==> config.mk <==
export PLATFORM = sky130hd
export DESIGN_NAME = mat_proc_mem_responder
export DESIGN_NICKNAME = d
export VERILOG_FILES = /design/src/rtl/mat_proc_mem_responder.sv
export SDC_FILE = /design/constraint.sdc
export NUM_CORES = 1
export LEC_CHECK = 0
export CELL_PAD_IN_SITES_DETAIL_PLACEMENT = 1
export CELL_PAD_IN_SITES_GLOBAL_PLACEMENT = 1
export CORE_UTILIZATION = 40
export DETAILED_ROUTE_END_ITERATION = 8
export MAX_ROUTING_LAYER = met4
export PLACE_DENSITY = 0.78
export SLEW_MARGIN = 20
export SYNTH_ARGS = -nofsm -noshare
export SYNTH_HDL_FRONTEND = slang
export SYNTH_SLANG_ARGS = --single-unit
==> constraint.sdc <==
create_clock -name clk -period 4.41 [get_ports clk]
set_input_delay 0.882 -clock clk [delete_from_list [all_inputs] [get_ports clk]]
set_output_delay 0.882 -clock clk [all_outputs]
set_load 0.005 [all_outputs]
==> src/rtl/mat_proc_mem_responder.sv <==
// Memory responder for the matrix processor: fixed-latency reads over a
// single-port SRAM, with a posted write buffer and a one-word read cache.
module mat_proc_mem_responder #(
  parameter int WIDTH     = 32,
  parameter int ADDR_BITS = 12,
  parameter int WB_DEPTH  = 4
) (
  input  logic                 clk,
  input  logic                 rst_n,
  input  logic [WIDTH-1:0]     readAddr,
  output logic [WIDTH-1:0]     dataIn,
  input  logic [WIDTH-1:0]     writeAddr,
  input  logic [WIDTH-1:0]     writeData,
  input  logic                 writeEn,
  output logic                 sramEn,
  output logic                 sramWe,
  output logic [ADDR_BITS-1:0] sramAddr,
  output logic [WIDTH-1:0]     sramWData,
  input  logic [WIDTH-1:0]     sramRData,
  output logic                 wbEmpty,
  output logic                 wbOverflow
);

  localparam int PW = $clog2(WB_DEPTH);
  localparam int CW = PW + 1;
  localparam logic [CW-1:0] FULL = CW'(WB_DEPTH);

  logic [ADDR_BITS-1:0] r_idx;
  logic [ADDR_BITS-1:0] w_idx;
  logic                 unused_addr_bits;

  logic [ADDR_BITS-1:0] wb_idx  [WB_DEPTH];
  logic [WIDTH-1:0]     wb_data [WB_DEPTH];
  logic [PW-1:0]        wr_ptr;
  logic [PW-1:0]        rd_ptr;
  logic [CW-1:0]        count;
  logic [CW-1:0]        count_nxt;
  logic                 wb_empty_q;
  logic                 overflow_q;

  logic                 last_valid;
  logic [ADDR_BITS-1:0] last_addr;
  logic [WIDTH-1:0]     held_word;
  logic                 held_from_sram;
  logic [WIDTH-1:0]     held_eff;
  logic [WIDTH-1:0]     data_q;
  logic                 rd_sram_q;

  logic [PW-1:0]        slot;
  logic                 fwd_hit;
  logic [WIDTH-1:0]     fwd_data;
  logic                 held_hit;
  logic                 miss;
  logic                 drain;
  logic                 full;
  logic                 enq;
  logic                 deq;
  logic                 drop;
  logic                 held_upd;

  assign r_idx = readAddr[ADDR_BITS+1:2];
  assign w_idx = writeAddr[ADDR_BITS+1:2];
  assign unused_addr_bits = ^{readAddr[WIDTH-1:ADDR_BITS+2], readAddr[1:0],
                              writeAddr[WIDTH-1:ADDR_BITS+2], writeAddr[1:0]};

  // Walk entries oldest to youngest so the youngest match wins.
  always_comb begin
    fwd_hit  = 1'b0;
    fwd_data = '0;
    slot     = '0;
    for (int i = 0; i < WB_DEPTH; i++) begin
      slot = rd_ptr + PW'(i);
      if ((CW'(i) < count) && (wb_idx[slot] == r_idx)) begin
        fwd_hit  = 1'b1;
        fwd_data = wb_data[slot];
      end
    end
  end

  // A miss last cycle leaves the held word arriving on sramRData now.
  assign held_eff  = held_from_sram ? sramRData : held_word;
  assign held_hit  = last_valid && (last_addr == r_idx);
  assign miss      = !fwd_hit && !held_hit;
  assign drain     = !miss && (count != '0);
  assign deq       = drain;
  assign full      = (count == FULL);
  assign enq       = writeEn && (!full || deq);
  assign drop      = writeEn && full && !deq;
  assign held_upd  = enq && (w_idx == r_idx);
  assign count_nxt = count + CW'(enq) - CW'(deq);

  assign sramEn     = rst_n && (miss || drain);
  assign sramWe     = rst_n && drain;
  assign sramAddr   = miss ? r_idx : wb_idx[rd_ptr];
  assign sramWData  = wb_data[rd_ptr];
  assign dataIn     = rd_sram_q ? sramRData : data_q;
  assign wbEmpty    = wb_empty_q;
  assign wbOverflow = overflow_q;

  always_ff @(posedge clk) begin
    if (enq) begin
      wb_idx[wr_ptr]  <= w_idx;
      wb_data[wr_ptr] <= writeData;
    end
  end

  always_ff @(posedge clk or negedge rst_n) begin
    if (!rst_n) begin
      wr_ptr         <= '0;
      rd_ptr         <= '0;
      count          <= '0;
      wb_empty_q     <= 1'b1;
      overflow_q     <= 1'b0;
      last_valid     <= 1'b0;
      last_addr      <= '0;
      held_word      <= '0;
      held_from_sram <= 1'b0;
      data_q         <= '0;
      rd_sram_q      <= 1'b0;
    end else begin
      if (enq) wr_ptr <= wr_ptr + 1'b1;
      if (deq) rd_ptr <= rd_ptr + 1'b1;
      count      <= count_nxt;
      wb_empty_q <= (count_nxt == '0);
      if (drop) overflow_q <= 1'b1;
      last_valid <= 1'b1;
      last_addr  <= r_idx;
      rd_sram_q  <= miss;
      data_q     <= fwd_hit ? fwd_data : held_eff;
      // A write to the newly held address supersedes both forward and SRAM data.
      held_word      <= held_upd ? writeData : (fwd_hit ? fwd_data : held_eff);
      held_from_sram <= miss && !held_upd;
    end
  end

endmodule

==> results.py, run 1 <==
metrics = {
    "placement": {
        "io_buffers": 170,
        "placed_cell_area_um2": 18600,
        "dp_cells": 2054,
        "place_congestion": 0.892,
        "dp_hpwl_um": 33700,
    },
    "detailed_routing": {
        "vias": 12300,
        "met1Wirelength_um": 21100,
        "firstDrtPassIters": 5,
        "first_iter_violations": 723,
        "highest_layer": "met4",
        "wl_met3_um": 2840,
        "via_per_inst": 5.77,
        "avgRoutedWirePerCell_um": 23.8,
        "wl_met2_um": 25500,
        "ant_nets": 0,
        "wirelength_um": 50800,
        "drcViolationCount": 0,
    },
    "synth": {
        "synth-edff-count": 176,
        "ys_seq_area_share_pct": 47.5,
        "synth_seq_cells": 264,
        "synth_top_cell_by_area": "edfxtp_1",
        "syn-instance-count": 1373,
        "syn_nets": 1513,
        "synth_flop_cell": "edfxtp_1",
        "synth_top_area_share_pct": 33.5,
        "synth.avg_cell_area_um2": 11.5,
        "synth.cell_area_um2": 15800,
        "synthArstFlopShare_pct": 33.3,
        "yosysWarnings": 0,
        "synth.area.top_cells": "edfxtp_1, dfrtp_1, mux2i_1",
        "yosys.cell_types.count": 61,
    },
    "floorplan": {
        "core-area_um2": 38700,
        "die_w_um": 200,
        "rows": 72,
        "initial_core_util_pct": 40.7,
        "die_h_um": 200,
        "pin_count": 211,
        "die_area_um2": 40200,
    },
    "cells_and_area": {
        "fill_cells": 3974,
        "final_common_cell": "edfxtp_1",
        "nNetsFinal": 1733,
        "layout_common_cells": "edfxtp_1, mux2i_1, clkdlybuf4s50_1, mux2_2, nand2_1",
        "area_delta_synth_final_pct": 29.4,
        "drive_gt1_share_pct": 26.8,
        "stdcell_count": 2138,
        "stdcell_area_um2": 20400,
    },
    "worst_hold_path": {
        "hold_path_class": "in -> async",
    },
    "clocking": {
        "cts_max_level": 1,
        "cts_sinks": 264,
        "cts_hold_buf": 0,
        "insertion_delay_ns": 0.58,
        "cts_tree": "done",
        "cts-root-buf": "clkbuf_16",
        "clock_path_buffers": 3,
        "clkTransAtPathRegs_ns": 0.06,
        "cts_made_buffers": 30,
    },
    "power": {
        "total_power_w": 0.00838,
        "leakage_nw": 7.49,
        "ir_drop_uv": 287,
        "power.density_nw_per_um2": 411,
    },
    "worst_setup_path": {
        "worstPathMaxFanout": 8,
        "arrival_ns": 3.83,
        "required_ns": 3.53,
        "setup.worst_path.class": "reg -> out",
        "start_kind": "register",
        "crit_path_end_kind": "primary output",
    },
    "sta": {
        "max_freq_ghz": 0.212,
        "skew_ns": 0.0259,
        "min_period_over_period_pct": 107,
        "min_period_ns": 4.72,
        "slew_headroom_pct": 29.5,
        "hold_viol": 0,
        "worst_slack_ns": -0.306,
        "drv_slew": 0,
        "tightest_slew_ns": 1.06,
        "setup_viol": 16,
        "rsz0062_at_grt": "yes",
    },
    "grt": {
        "grt_max_degree": 113,
        "antenna_found_initial": 3,
        "gr-total-overflow": 0,
        "grt_pass1_vias": 13600,
        "grt_usage_pct": 25.8,
        "grt_pass1_wl_um": 78600,
    },
    "run": {
        "drv_cap": 0,
    },
    "run_status": {
        "status": "finished, violations left",
        "violations": "setup timing",
    },
}
[area by class of cell]
cell class                      instances  area, um2  area share (%)
Clock inverter                         21        248            1.22
Multi-Input combinational cell        918       7840            38.4
Tap cell                              518        648            3.18
Clock buffer                           35        779            3.82
Sequential cell                       264       7500            36.8
Inverter                               76        290            1.42
Timing Repair Buffer                  303       3080            15.1
Antenna cell                            3       7.51          0.0368
[path summary, 6_finish.rpt]
check,startpoint,to,slack [ns],cells past startpoint
min in group clk,wbOverflow$_DFFE_PN0P_,wbOverflow$_DFFE_PN0P_,0.50,1
max in group asynchronous,rst_n,rd_sram_q$_DFF_PN0_,2.63,3
max reg2reg,rd_ptr[0]$_DFFE_PN0P_,wbEmpty$_DFF_PN1_,-0.15,20
min,rst_n,data_q[3]$_DFF_PN0_,0.47,2
min reg2reg,wbOverflow$_DFFE_PN0P_,wbOverflow$_DFFE_PN0P_,0.50,1
max,rd_ptr[0]$_DFFE_PN0P_,sramAddr[7],-0.31,11
[cell usage after synthesis (all sizes together) (2+ instances only)]
cell,n
o2111ai,2
nor4,7
a211oi,32
xnor2,53
nor2,46
mux2,116
or4,2
and3,4
dfrtp,87
nand4,9
inv,76
clkbuf,56
buf,59
nand2b,3
or3,2
a2111oi,4
mux4,20
mux2i,168
xor2,22
a221oi,33
nand2,104
ha,8
nand3,6
nor3,5
and4,2
o221ai,32
o21ai,102
nor3b,32
o211ai,2
a21oi,73
or4b,2
and2,7
edfxtp,176
o22ai,2
[worst max-delay path, cell delays in order, from the launching register on]
cell and delay [ns]:
dfrtp_4 0.55, buf_4 0.18, mux2i_4 0.20, xnor2_1 0.17, or3_4 0.41, a2111oi_4 0.38, or4b_4 0.52, nand4_1 0.15
buf_6 0.16, buf_12 0.13, mux2_4 0.31, buf_6 0.12
[state kept, by name, summed over array words and instances (netlist names), 2 cells and up]
| signal | cells |
|---|---|
| data_q | 32 |
| rd_ptr | 2 |
| wb_idx | 48 |
| held_word | 32 |
| wb_data | 128 |
| count | 3 |
| last_addr | 12 |
| wr_ptr | 2 |
[report_power, final]
group	leakage (nW)	internal (W)	switching, W
Sequential	2.63	0.00310	0.000218
Combinational	4.36	0.00114	0.00132
Clock	0.497	0.00156	0.00104
Total	7.49	0.00580	0.00258
[repair_timing]
| action | 4_1_cts | 5_1_grt |
|---|---|---|
| resized for setup | 138 | 40 |
| setup endpoints to repair | 32 | 32 |
| setup buffers | 20 | 5 |
| cloned | 3 | 0 |
| pin swaps | 10 | 8 |
[layer usage]
metal | global-route usage, % | vias up
met4 | 8.15 | 0
li1 | - | 5556
met1 | 31.3 | 6333
met2 | 43.9 | 343
met5 | - | -
met3 | 4.01 | 97
[cells by family (layout without fill, tap and decap cells)]
family | Yosys count | after routing | synth area share (%)
AOI/OAI and AO/OA | 295 | 295 | 13.3
other | 1 | 4 | 0.0238
buffers and inverters | 191 | 435 | 5.20
DFF | 264 | 264 | 47.5
and+or+nand+nor | 234 | 234 | 7.24
adders and majority gates | 9 | 9 | 0.762
muxes | 304 | 304 | 21.8
xor gates and xnor gates | 75 | 75 | 4.17
[metrics by stage]
| step | util, % | setup TNS [ns] | setup slack, ns | hold slack (ns) |
|---|---|---|---|---|
| finish | 52.6 | -3.34 | -0.306 | 0.472 |
| detailed placement | 48.1 | -90.10 | -0.938 | 0.462 |
| floorplan | - | 0 | 0.0367 | 0.466 |
| global placement | 48.1 | -73.92 | -0.807 | 0.456 |
| CTS | 52.1 | -2.82 | -0.275 | 0.476 |
| global route | 52.6 | -5.26 | -0.403 | 0.500 |
Note: power is estimated with default switching activity, not from simulation.
==> run 2, diff against run 1 <==
- PLACE_DENSITY: 0.78 -> default
- PLACE_DENSITY_LB_ADDON: default -> 0.1
- SKIP_CTS_REPAIR_TIMING: default -> 1
==> run 2 against run 1 <==
  * The flow still finishes with violations (setup timing)
  * Wire length shrank 5.5%
  * Clock skew shrank 0.016 ns
  * Global-route usage shrank 1.3 points
  * Clock power grew 4%
  * Maximum frequency shrank 1.8%
  * Cell count is essentially flat
  * Non-clock buffer count shrank 7
  * Worst setup slack lost 0.084 ns
  * Worst hold slack lost 0.25 ns
  * Critical path type unchanged
  * Largest cell class unchanged
  * Largest power group unchanged
==> results.py, run 2 (synthesis gave the netlist of run 1 again) <==
metrics = {
    "floorplan": {
        "rows": 72,
        "pin_count": 211,
        "initial_core_util_pct": 40.7,
        "die_w_um": 200,
        "die_h_um": 200,
        "core-area_um2": 38700,
        "die_area_um2": 40200,
    },
    "sta": {
        "tightest_slew_ns": 1.04,
        "worst_slack_ns": -0.391,
        "skew_ns": 0.00970,
        "hold_viol": 0,
        "slew_headroom_pct": 30.6,
        "max_freq_ghz": 0.208,
        "setup_viol": 14,
        "rsz0062_at_grt": "yes",
        "min_period_ns": 4.80,
        "drv_slew": 0,
        "min_period_over_period_pct": 109,
    },
    "power": {
        "leakage_nw": 7.47,
        "ir_drop_uv": 312,
        "total_power_w": 0.00833,
        "power.density_nw_per_um2": 415,
    },
    "cells_and_area": {
        "final_common_cell": "edfxtp_1",
        "largest_reg_flops": 128,
        "top_regs": "wb_data x128, wb_idx x48",
        "regMostFlops": "wb_data",
        "layout_common_cells": "edfxtp_1, mux2i_1, clkdlybuf4s50_1, mux2_2, nand2_1",
        "nNetsFinal": 1731,
        "drive_gt1_share_pct": 23.7,
        "utilization_pct": 51.8,
        "area_delta_synth_final_pct": 27.4,
    },
    "clocking": {
        "cts_made_buffers": 35,
        "cts_sinks": 264,
        "cts-root-buf": "clkbuf_16",
        "cts_max_level": 2,
        "clock_path_buffers": 3,
        "cts_tree": "done",
        "insertion_delay_ns": 0.53,
        "clkTransAtPathRegs_ns": 0.05,
    },
    "worst_setup_path": {
        "start_kind": "register",
        "r2r_start": "rd_ptr[0]$_DFFE_PN0P_",
        "required_ns": 3.53,
        "crit_top_cell": "buf_6",
        "worstSetupStartpoint": "rd_ptr[0]$_DFFE_PN0P_",
        "crit_path_end_kind": "primary output",
        "r2r_slack_ns": 0.13,
        "path_cells": "buf_6 > mux2i_2 > a22o_1 > or3_4 > a2111oi_4 > or4b_4 > nand4_1 > buf_6 > buf_12 > buf_4 > mux2_2 > dlymetal6s2s_1",
        "setup.worst_path.class": "reg -> out",
        "worstPathMaxFanout": 8,
        "max_stage_delay_ns": 0.57,
        "arrival_ns": 3.92,
        "cp_slowest_cell": "dfrtp_4",
    },
    "grt": {
        "grt_usage_pct": 24.5,
        "grt_pass1_wl_um": 74200,
        "grt_pass1_vias": 12500,
        "gr-total-overflow": 0,
        "grt_max_degree": 97,
        "antenna_found_initial": 1,
    },
    "placement": {
        "io_buffers": 170,
        "place_congestion": 0.869,
        "dp_hpwl_um": 32100,
    },
    "run_status": {
        "violations": "setup timing",
        "status": "finished, violations left",
    },
    "run": {
        "drv_cap": 0,
    },
    "detailed_routing": {
        "firstDrtPassIters": 5,
        "drcViolationCount": 0,
        "first_iter_violations": 534,
        "ant_nets": 0,
        "wirelength_um": 48100,
        "avgRoutedWirePerCell_um": 22.5,
        "vias": 12000,
        "via_per_inst": 5.60,
    },
    "worst_hold_path": {
        "hold_path_class": "in -> async",
    },
}
-- run 2: cell types whose count changed in the layout (fill, tap and decap cells not counted), sizes merged, moves of 3 or more --
cell / delta
clkbuf: +12
bufinv: -4
dlymetal6s2s: +9
buf: -19
clkinv: +5
clkinvlp: -3
-- run 2: worst max-delay path: cells and delay by family, from the launching register on --
kind	cells	cell delay [ns]
DFF	1	0.57
AOI/OAI and AO/OA	2	0.64
buffers and inverters	5	0.68
muxes	2	0.50
and+or+nand+nor	3	0.98
-- run 2: stage by stage --
step / cells / hold slack, ns / instance area (um2) / setup slack (ns) / setup TNS [ns]
2_1_floorplan: 1373 / 0.466 / 15800 / 0.0367 / 0
3_3_place_gp: 2057 / 0.533 / 18700 / -0.564 / -10.20
3_5_place_dp: 2057 / 0.541 / 18700 / -0.681 / -16.50
4_1_cts: 2120 / 0.217 / 19800 / -0.794 / -10.13
5_1_grt: 2136 / 0.221 / 20100 / -0.469 / -5.25
6_report: 2136 / 0.221 / 20100 / -0.391 / -3.98
-- run 2: area by class of cell --
| cell class | count | area (um2) |
|---|---|---|
| Inverter | 76 | 288 |
| Fill cell | 4050 | 18700 |
| Timing Repair Buffer | 296 | 2960 |
| Multi-Input combinational cell | 918 | 7590 |
| Tap cell | 518 | 648 |
| Clock buffer | 44 | 972 |
| Clock inverter | 19 | 111 |
| Antenna cell | 1 | 2.50 |
| Sequential cell | 264 | 7500 |
-- run 2: where the power goes --
group / switching, W / leakage [nW] / internal, W
clock network: 0.00108 / 0.544 / 0.00161
logic: 0.00123 / 4.30 / 0.00111
registers: 0.000199 / 2.63 / 0.00310
total: 0.00251 / 7.47 / 0.00582
-- run 2: path summary, 6_finish.rpt --
check,endpoint,cells after the start
min in group clk,data_q[19]$_DFF_PN0_,2
hold / removal,data_q[3]$_DFF_PN0_,1
setup reg to reg,wbEmpty$_DFF_PN1_,17
setup / recovery,sramAddr[3],12
max in group asynchronous,rd_ptr[0]$_DFFE_PN0P_,2
hold reg to reg,data_q[19]$_DFF_PN0_,2
-- run 2: metal layers --
| layer | vias up | GRT usage, % | share of wire [%] |
|---|---|---|---|
| met5 | - | - | 0 |
| met4 | 0 | 6.76 | 1.9 |
| met3 | 68 | 3.49 | 3.2 |
| met2 | 214 | 41.0 | 50 |
| met1 | 6123 | 30.9 | 45 |
| li1 | 5548 | - | - |
